### src/rtl/bnn_pkg.sv
// Shared constants and types for the MNIST BNN layer-1 convolution path.
package bnn_pkg;

  localparam int IMG_W   = 28;
  localparam int K       = 3;
  localparam int N_FILT  = 8;
  localparam int MAX_OUT = 2;

  localparam int OUT_W   = IMG_W - K + 1;           // 26 window positions per axis
  localparam int NUM_WIN = OUT_W * OUT_W * N_FILT;  // 5408 result bits per layer
  localparam int ADDR_W  = $clog2(NUM_WIN);         // 13
  localparam int ROW_W   = $clog2(OUT_W);           // 5
  localparam int FILT_W  = $clog2(N_FILT);          // 3

  typedef enum logic [1:0] {
    IDLE,
    ISSUE,
    DRAIN,
    DONE
  } conv_state_e;

endpackage

### src/rtl/conv1_scheduler_if.sv
// Coordinate-issue and result-return bus between the conv1 scheduler and the
// XNOR-popcount datapath / layer-1 feature buffer.
interface conv1_scheduler_if;
  import bnn_pkg::*;

  logic [ROW_W-1:0]  win_row;
  logic [ROW_W-1:0]  win_col;
  logic [FILT_W-1:0] filt_sel;
  logic              win_valid;
  logic              win_ready;
  logic              res_valid;
  logic              res_bit;
  logic              out_we;
  logic [ADDR_W-1:0] out_addr;
  logic              out_bit;

  // Scheduler side.
  modport master (
    output win_row, win_col, filt_sel, win_valid, out_we, out_addr, out_bit,
    input  win_ready, res_valid, res_bit
  );

  // Datapath / feature-buffer side.
  modport slave (
    input  win_row, win_col, filt_sel, win_valid, out_we, out_addr, out_bit,
    output win_ready, res_valid, res_bit
  );

endinterface

### src/rtl/wrap_counter.sv
// Modulo-MAX counter; wrap flags the increment that returns it to zero so
// counters can be chained (filter -> column -> row).
module wrap_counter #(
  parameter  int MAX = 8,
  localparam int W   = (MAX > 1) ? $clog2(MAX) : 1
) (
  input  logic         clk,
  input  logic         rst_n,
  input  logic         inc,
  input  logic         clear,
  output logic [W-1:0] value,
  output logic         wrap
);

  assign wrap = inc && (value == W'(MAX - 1));

  // Count up on inc, returning to zero after MAX-1; clear restarts a layer.
  always_ff @(posedge clk or negedge rst_n) begin
    // NOTE: registered state uses non-blocking assignment so every flop
    // samples pre-edge values, independent of block evaluation order.
    if (!rst_n)      value <= '0;
    else if (clear)  value <= '0;
    else if (inc)    value <= wrap ? '0 : value + W'(1);
  end

endmodule

### src/rtl/conv1_scheduler.sv
// Layer-1 convolution sequencer: walks every (row, col, filter) tuple, issues
// it to the datapath under a credit limit, and writes the in-order result bits
// to consecutive feature-buffer addresses.
module conv1_scheduler #(
  parameter int IMG_W   = bnn_pkg::IMG_W,
  parameter int K       = bnn_pkg::K,
  parameter int N_FILT  = bnn_pkg::N_FILT,
  parameter int MAX_OUT = bnn_pkg::MAX_OUT
) (
  input  logic                     clk,
  input  logic                     rst_n,
  input  logic                     start,
  conv1_scheduler_if.master        bus,
  output logic                     busy,
  output logic                     done,
  output logic                     err
);

  localparam int OUT_W   = IMG_W - K + 1;
  localparam int NUM_WIN = OUT_W * OUT_W * N_FILT;
  localparam int ADDR_W  = bnn_pkg::ADDR_W;
  localparam int CNT_W   = $clog2(MAX_OUT + 1);

  bnn_pkg::conv_state_e state, state_nxt;

  logic              handshake;
  logic              res_ok;
  logic              spurious;
  logic              accept_start;
  logic              f_wrap, c_wrap, r_wrap;
  logic [CNT_W-1:0]  outst, outst_nxt;
  logic [ADDR_W-1:0] res_cnt, res_cnt_nxt;

  assign accept_start = (state == bnn_pkg::IDLE) && start;
  assign handshake    = bus.win_valid && bus.win_ready;
  assign res_ok       = bus.res_valid && (outst != '0);
  assign spurious     = bus.res_valid && (outst == '0);

  // A handshake and a returned result in the same cycle cancel out.
  assign outst_nxt   = outst + CNT_W'(handshake) - CNT_W'(res_ok);
  assign res_cnt_nxt = res_cnt + ADDR_W'(res_ok);

  // Filter is the innermost loop, then column, then row.
  wrap_counter #(.MAX(N_FILT)) u_filt (
    .clk(clk), .rst_n(rst_n), .inc(handshake), .clear(accept_start),
    .value(bus.filt_sel), .wrap(f_wrap)
  );
  wrap_counter #(.MAX(OUT_W)) u_col (
    .clk(clk), .rst_n(rst_n), .inc(f_wrap), .clear(accept_start),
    .value(bus.win_col), .wrap(c_wrap)
  );
  wrap_counter #(.MAX(OUT_W)) u_row (
    .clk(clk), .rst_n(rst_n), .inc(c_wrap), .clear(accept_start),
    .value(bus.win_row), .wrap(r_wrap)
  );

  assign bus.win_valid = (state == bnn_pkg::ISSUE) && (outst < CNT_W'(MAX_OUT));
  assign bus.out_we    = res_ok;
  assign bus.out_addr  = res_cnt;
  assign bus.out_bit   = res_ok && bus.res_bit;
  assign busy          = (state == bnn_pkg::ISSUE) || (state == bnn_pkg::DRAIN);
  assign done          = (state == bnn_pkg::DONE);

  // Next-state logic: leave DRAIN as the final result is written, so done
  // rises the cycle after the last write.
  always_comb begin
    // NOTE: assigning a default before the case keeps every path driven,
    // so no latch is inferred for state_nxt.
    state_nxt = state;
    unique case (state)
      bnn_pkg::IDLE:  if (start) state_nxt = bnn_pkg::ISSUE;
      bnn_pkg::ISSUE: if (handshake && r_wrap) state_nxt = bnn_pkg::DRAIN;
      bnn_pkg::DRAIN: if ((outst_nxt == '0) && (res_cnt_nxt == ADDR_W'(NUM_WIN)))
                        state_nxt = bnn_pkg::DONE;
      bnn_pkg::DONE:  state_nxt = bnn_pkg::IDLE;
      default:        state_nxt = bnn_pkg::IDLE;
    endcase
  end

  // State, credit, result-count and sticky error registers.
  always_ff @(posedge clk or negedge rst_n) begin
    if (!rst_n) begin
      state   <= bnn_pkg::IDLE;
      outst   <= '0;
      res_cnt <= '0;
      err     <= 1'b0;
    end else begin
      state <= state_nxt;
      outst <= outst_nxt;
      res_cnt <= accept_start ? '0 : res_cnt_nxt;
      err     <= (accept_start ? 1'b0 : err) | spurious;
    end
  end

endmodule

### src/flat_wrapper.sv
// flat-port wrapper written by rule: the top's interface ports become plain ports
module conv1_scheduler_flat 
#(
  parameter int IMG_W   = bnn_pkg::IMG_W,
  parameter int K       = bnn_pkg::K,
  parameter int N_FILT  = bnn_pkg::N_FILT,
  parameter int MAX_OUT = bnn_pkg::MAX_OUT
)
  (clk, rst_n, start, busy, done, err, bus_win_row, bus_win_col, bus_filt_sel, bus_win_valid, bus_out_we, bus_out_addr, bus_out_bit, bus_win_ready, bus_res_valid, bus_res_bit);
  conv1_scheduler_if bus_i ();
  input  logic clk;
  input  logic rst_n;
  input  logic start;
  output logic busy;
  output logic done;
  output logic err;
  output wire logic [$bits(bus_i.win_row)-1:0] bus_win_row;
  output wire logic [$bits(bus_i.win_col)-1:0] bus_win_col;
  output wire logic [$bits(bus_i.filt_sel)-1:0] bus_filt_sel;
  output wire logic [$bits(bus_i.win_valid)-1:0] bus_win_valid;
  output wire logic [$bits(bus_i.out_we)-1:0] bus_out_we;
  output wire logic [$bits(bus_i.out_addr)-1:0] bus_out_addr;
  output wire logic [$bits(bus_i.out_bit)-1:0] bus_out_bit;
  input wire logic [$bits(bus_i.win_ready)-1:0] bus_win_ready;
  input wire logic [$bits(bus_i.res_valid)-1:0] bus_res_valid;
  input wire logic [$bits(bus_i.res_bit)-1:0] bus_res_bit;
  assign bus_win_row = bus_i.win_row;
  assign bus_win_col = bus_i.win_col;
  assign bus_filt_sel = bus_i.filt_sel;
  assign bus_win_valid = bus_i.win_valid;
  assign bus_out_we = bus_i.out_we;
  assign bus_out_addr = bus_i.out_addr;
  assign bus_out_bit = bus_i.out_bit;
  assign bus_i.win_ready = bus_win_ready;
  assign bus_i.res_valid = bus_res_valid;
  assign bus_i.res_bit = bus_res_bit;
  conv1_scheduler #(.IMG_W(IMG_W), .K(K), .N_FILT(N_FILT), .MAX_OUT(MAX_OUT)) u_core (.clk(clk), .rst_n(rst_n), .start(start), .bus(bus_i), .busy(busy), .done(done), .err(err));
endmodule
### config.mk
export PLATFORM = sky130hd
export DESIGN_NAME = conv1_scheduler_flat
export DESIGN_NICKNAME = d
export VERILOG_FILES = /design/src/rtl/bnn_pkg.sv /design/src/rtl/conv1_scheduler_if.sv /design/src/rtl/wrap_counter.sv /design/src/rtl/conv1_scheduler.sv /design/src/flat_wrapper.sv
export SDC_FILE = /design/constraint.sdc
export NUM_CORES = 1
export LEC_CHECK = 0
export BUFFER_PORTS_ARGS = -buffer_cell sky130_fd_sc_hd__buf_2
export CAP_MARGIN = 25
export CELL_PAD_IN_SITES_DETAIL_PLACEMENT = 0
export CELL_PAD_IN_SITES_GLOBAL_PLACEMENT = 1
export CORE_ASPECT_RATIO = 1.2
export CORE_MARGIN = 2
export CORE_UTILIZATION = 30
export CTS_BUF_LIST = sky130_fd_sc_hd__clkbuf_2
export CTS_CLUSTER_SIZE = 8
export DETAILED_ROUTE_END_ITERATION = 16
export PLACE_DENSITY_LB_ADDON = 0.1
export SETUP_SLACK_MARGIN = 0.3
export SYNTH_ARGS = -nofsm -noshare
export SYNTH_HDL_FRONTEND = slang
export SYNTH_SLANG_ARGS = --single-unit
export TNS_END_PERCENT = 20
### constraint.sdc
create_clock -name clk -period 2.8 [get_ports clk]
set_input_delay 0.42 -clock clk [delete_from_list [all_inputs] [get_ports clk]]
set_output_delay 0.42 -clock clk [all_outputs]
set_load 0.05 [all_outputs]
# Word level (Yosys, flattened, before mapping)
# Cells that the tools add are included.
[word_totals]
register_bits = 31
in_bits = 6
output_inout_bits = 32
wordCells = 60
[op_classes]
addsub = 6
n_lt_le_gt_ge = 1
eq_ne = 10
muxes = 15
n_bitwise = 1
reduce_logical = 20
[op_table]
columns = ["cell", "count"]
rows = [
  ["$mux W5", 6],
  ["$add A13 B1 Y13", 1],
  ["$eq A13 B13 Y1 const B", 1],
  ["$mux W13", 1],
  ["$logic_and A1 B1 Y1", 11],
  ["$add A5 B1 Y5 const B", 2],
  ["$eq A5 B5 Y1 const B", 2],
  ["$mux W3", 3],
  ["$pmux W2 S4", 1],
  ["$reduce_bool A2 Y1", 4],
  ["$logic_not A2 Y1", 3],
  ["$mux W2", 3],
  ["$ne A2 B2 Y1 const B", 3],
  ["$eq A2 B2 Y1 const B", 2],
  ["$add A3 B1 Y3 const B", 1],
  ["$eq A3 B3 Y1 const B", 1],
  ["$reduce_and A3 Y1", 1],
  ["$add A2 B1 Y2", 1],
  ["$eq A2 B1 Y1 const B", 1],
  ["$lt A2 B2 Y1 const B", 1],
  ["$sub A2 B1 Y2", 1],
  ["$logic_or A1 B1 Y1", 1],
  ["$mux W1", 1],
  ["$or A1 B1 Y1", 1],
]

# Depth between registers and ports, before layout
[logic_depth]
ltp_word = 9
mapped_depth = 13
mapped_depth_nobuf = 13

# Cells and area by module
# A second synthesis with hierarchy kept.
[unflattened]
cells_unflattened = 192
hier_area_um2 = 1920.6
[modules_own_cells]
columns = ["module", "n_inst", "cells_per_inst", "area_per_inst_um2"]
rows = [
  ["conv1_scheduler", 1, 124, 1204.9],
  ["wrap_counter (u_core.u_col ...)", 2, 27, 277.8],
  ["wrap_counter (u_core.u_filt)", 1, 14, 160.2],
]

# Worst setup path before layout
# OpenSTA, ideal clock, no wires.
[synth_path]
kind = "register -> register"
startpoint = "reg u_core.state[1]"
endpoint = "reg u_core.state[1]"
setup_ns = 0.126
arrival_ns = 3.319
t_required_ns = 2.674
path_slack_ns = -0.645
stages_incl_launch_ff = 14
period_less_slack_ns = 3.445
path_cell_list = "dfrtp_1 > inv_1 > ha_1 > nor2b_1 > nand2_1 > ha_1 > inv_1 > ha_1 > xnor2_1 > xnor2_1 > nor3_1 > and4b_1 > and3_1 > a311o_1"
[synth_via]
elab_chain_len = 9
[synth_rtl]
columns = ["item", "line_no", "rtl"]
rows = [
  ["from (decl)", "conv1_scheduler.sv:24", "bnn_pkg::conv_state_e state, state_nxt;"],
  ["from (signal assigned)", "conv1_scheduler.sv:83", "state <= bnn_pkg::IDLE;"],
  ["from (signal assigned)", "conv1_scheduler.sv:88", "state <= state_nxt;"],
  ["$eq A2 B1 Y1", "conv1_scheduler.sv:57", "assign bus.win_valid = (state == bnn_pkg::ISSUE) && (outst < CNT_W'(MAX_OUT));"],
  ["$logic_and A1 B1 Y1", "conv1_scheduler.sv:57", ""],
  ["via bus_win_valid", "flat_wrapper.sv:20", "output wire logic [$bits(bus_i.win_valid)-1:0] bus_win_valid;"],
  ["$logic_and A1 B1 Y1", "conv1_scheduler.sv:35", "assign handshake = bus.win_valid && bus.win_ready;"],
  ["$add A2 B1 Y2", "conv1_scheduler.sv:40", "assign outst_nxt = outst + CNT_W'(handshake) - CNT_W'(res_ok);"],
  ["$sub A2 B1 Y2", "conv1_scheduler.sv:40", ""],
  ["via u_core.outst_nxt[1]", "conv1_scheduler.sv:31", "logic [CNT_W-1:0] outst, outst_nxt;"],
  ["$logic_not A2 Y1", "conv1_scheduler.sv:73", "bnn_pkg::DRAIN: if ((outst_nxt == '0) && (res_cnt_nxt == ADDR_W'(NUM_WIN)))"],
  ["$logic_and A1 B1 Y1", "conv1_scheduler.sv:73", ""],
  ["$ne A2 B2 Y1 (no line)", "--", ""],
  ["$reduce_and A3 Y1 (no line)", "--", ""],
]
# The timed path passes the listed nets, and every way through them passes these cells.
# A chain may end at the register's enable or synchronous reset.

# Worst setup path in the final report
[layout_path]
startpoint = "reg u_core.state[1]"
endpoint = "reg u_core.state[1]"
[layout_via]
elab_chain_len = 9
[layout_rtl]
columns = ["item", "line_no"]
rows = [
  ["$eq A2 B1 Y1", "conv1_scheduler.sv:57"],
  ["$logic_and A1 B1 Y1", "conv1_scheduler.sv:57"],
  ["$logic_and A1 B1 Y1", "conv1_scheduler.sv:35"],
  ["$add A2 B1 Y2", "conv1_scheduler.sv:40"],
  ["$sub A2 B1 Y2", "conv1_scheduler.sv:40"],
  ["via u_core.outst_nxt[1]", "conv1_scheduler.sv:31"],
  ["$logic_not A2 Y1", "conv1_scheduler.sv:73"],
  ["$logic_and A1 B1 Y1", "conv1_scheduler.sv:73"],
  ["$ne A2 B2 Y1 (no line)", "--"],
  ["$reduce_and A3 Y1 (no line)", "--"],
]
# The timed path passes the listed nets, and every way through them passes these cells.

==> metrics <==
status=completed; Synth area leaders=dfrtp_1 41%, ha_1 10%, nor2_1 5.5%; number of buffers added on ports=37; largest area contributor in the netlist=dfrtp_1; Root Buffer=clkbuf_2; CTS buffer count=5; reg2reg path depth=13; Synth Area in XOR/XNOR=6.88%; CTS tree=yes; worst path required time=3070 ps; number of synthesized flops with an enable pin=0; number of global-route vias before repair=1619; Max H-tree Level=2; chip width=76.9 um; relative slew slack=52.1%; Post-Synth Simple-Gate Area=26.0%; mux share of post-synthesis cell area=1.05%; Vias/cell=4.82; Synth Area in Compound Gates=11.7%; Core Box Area=6090 sq um; startpoint types=flip-flop; crit-path max cell delay=420 ps; Mapped Nets=224; Die H=91.4 um; routed len/inst=14.1 um; Clock Skew=12.1 ps; most frequent cells in the layout=37 x buf_2, 30 x dfrtp_1, 27 x nor2_1; DRT antenna net count=0; number of synthesis warnings=0; Fillers=675; Bufs and invs on worst path=2; total number of vias=1595; GRT Util Overall=14.4%; cts hold-fix bufs=0; ant diodes=0; Leakage Power=1.14 nW; GRT overflow=0; critical path arrival=2780 ps; Synth cell types=41; DRC violations left=0; nets=270; Bufs on Longest Clock Path=2; Worst Setup SP=u_core.state[1]; CP cell instances=inv_2, ha_4, nor2b_4, nand2_4, ha_4, inv_1, ha_2, xnor2_1, xnor2_1, nor3_2, and4b_1, and3_1, a311o_1; first-pass GRT wire length=8040 um; commonest non-fill, non-tap cell in the layout=buf_2; Place WS=150 ps; Seq/Total Area, Yosys=40.6%; synthesized-area fraction occupied by adder cells=10.5%; worst r2r src=u_core.state[1]; Final setup violation count=0; Mapped Cells=202; CP top delay family=simple AND/OR/NAND/NOR gates; RR Endpoint=u_core.state[1]; DIE AREA=7030 sq um; Avg Cell Area, Syn=9.46 sq um; share of cells above drive strength 1=29.7%; fin crit share=89.4%; clock sink count=31; gp weighted congestion=0.783; DP Wirelength=3470 um; top_reg_cell synth=dfrtp_1; final hold vios=0; pwr/cell area=776 nW/um^2; Clk Latency, worst-skew pair=370 ps; RSZ-0062 raised after global routing=yes; Worst-Margin Slew=719 ps; mapped cell area=1910 sq um; Initial Util=31.4%; minimum clock period=2500 ps; peak fanout along the critical path=3; CP Capture Type=flip-flop; max cap viols=0; # rows=31; largest family of logic cells by synthesized area=simple AND/OR/NAND/NOR gates; DRT Wirelength=4670 um; Max IR drop VDD=0.000524 V; worst setup path class=reg -> reg; FF+latch count, synth=31; Post-synth ARST share=100%; R2R setup slack=300 ps; Pre-antenna DRT Iters=4; Min-Delay Path Class=in -> async; Top Ports=38; Crit-path slowest cell=dfrtp_1; TNS Setup=0 ps; Max Slew Vio Count=0; largest net degree at the start of global routing=32; layout overhead on the synthesized area=23.0%; Initial DRC Count=34; FMAX=400 MHz; share of the synthesized area in the top cell type=40.6%; clock slew at reported path FFs=170 ps; Final WS setup=298 ps; antenna violations before repair=0
through the flow:
stage                     std cells  util [%]  instance area (sq um)  hold slack (ps)  total power [W]
after floorplan                 202         -                   1970              124          0.00130
after global placement          318      37.1                   2260              490          0.00155
after detailed placement        318      37.1                   2260              494          0.00154
after CTS                       331      38.5                   2340              101          0.00185
after global routing            331      38.6                   2350              110          0.00197
final                           331      38.6                   2350             81.9          0.00182
worst register-to-register path: stages, from the launching register on:
cell     delay [ps]
dfrtp_1         420
inv_2            80
ha_4            120
nor2b_4         160
nand2_4          70
ha_4            250
inv_1            30
ha_2            160
xnor2_1         130
xnor2_1         220
nor3_2           80
and4b_1         210
and3_1          160
a311o_1         310
synth_stat cells, types with 6 or more instances:
cell and n:
dfrtp_1 31, nor2_1 28, ha_1 16, nand2_1 13, a21oi_1 12, xnor2_1 10, nand3_1 8, inv_1 7
nor3_1 7, and2_1 6, o21ai_0 6
cells by family after synthesis:
family | Yosys count
and+or+nand+nor | 89
AOI/OAI and AO/OA | 34
DFF | 31
adders and majority gates | 16
xor gates and xnor gates | 15
buffers and inverters | 15
muxes | 2
report_power, final:
group	internal (W)	total [W]	leakage, nW	switching (W)
logic	0.000365	0.000987	0.700	0.000622
registers	0.000525	0.000619	0.417	0.0000945
clock network	0.0000601	0.000218	0.0281	0.000158
total	0.000949	0.00182	1.14	0.000875
sequential cells by signal, indices dropped and copies added, names as in the netlist:
register and count:
u_core.outst 2, u_core.u_col.value 5, u_core.u_row.value 5, u_core.u_filt.value 3, u_core.bus.out_addr 13, u_core.err 1
u_core.state 2
routing by layer:
metal / up-vias / track usage (%) / wire (um)
met3: 5 / 2.68 / 130
met5: - / 0 / 0
li1: 802 / - / -
met1: 762 / 17.1 / 1950
met2: 26 / 26.1 / 2530
met4: 0 / 4.55 / 65
final cells by class:
| cell class | count | area [sq um] | share of cell area (%) |
|---|---|---|---|
| Clock buffer | 6 | 30.0 | 1.28 |
| Clock inverter | 2 | 7.51 | 0.319 |
| Multi-Input combinational cell | 156 | 1150 | 48.8 |
| Sequential cell | 31 | 777 | 33.1 |
| Tap cell | 82 | 103 | 4.37 |
| Inverter | 7 | 26.3 | 1.12 |
| Timing Repair Buffer | 47 | 260 | 11.1 |
how the worst max path moves through the flow:
stage / end / slack, ps / cells after the start
finish: u_core.state[1] / 300 / 13
global route: u_core.state[1] / 140 / 13
CTS: u_core.state[1] / 270 / 13
detailed placement: u_core.state[1] / 150 / 13
global placement: u_core.state[1] / 170 / 13
floorplan: u_core.state[1] / 60 / 13
repair_timing:
action / in CTS / in global routing
buffers inserted: 5 / 0
pin swaps: 5 / 1
resized for setup: 4 / 1
endpoints found under the setup margin: 2 / 2
Note: power is estimated with default switching activity, not from simulation.
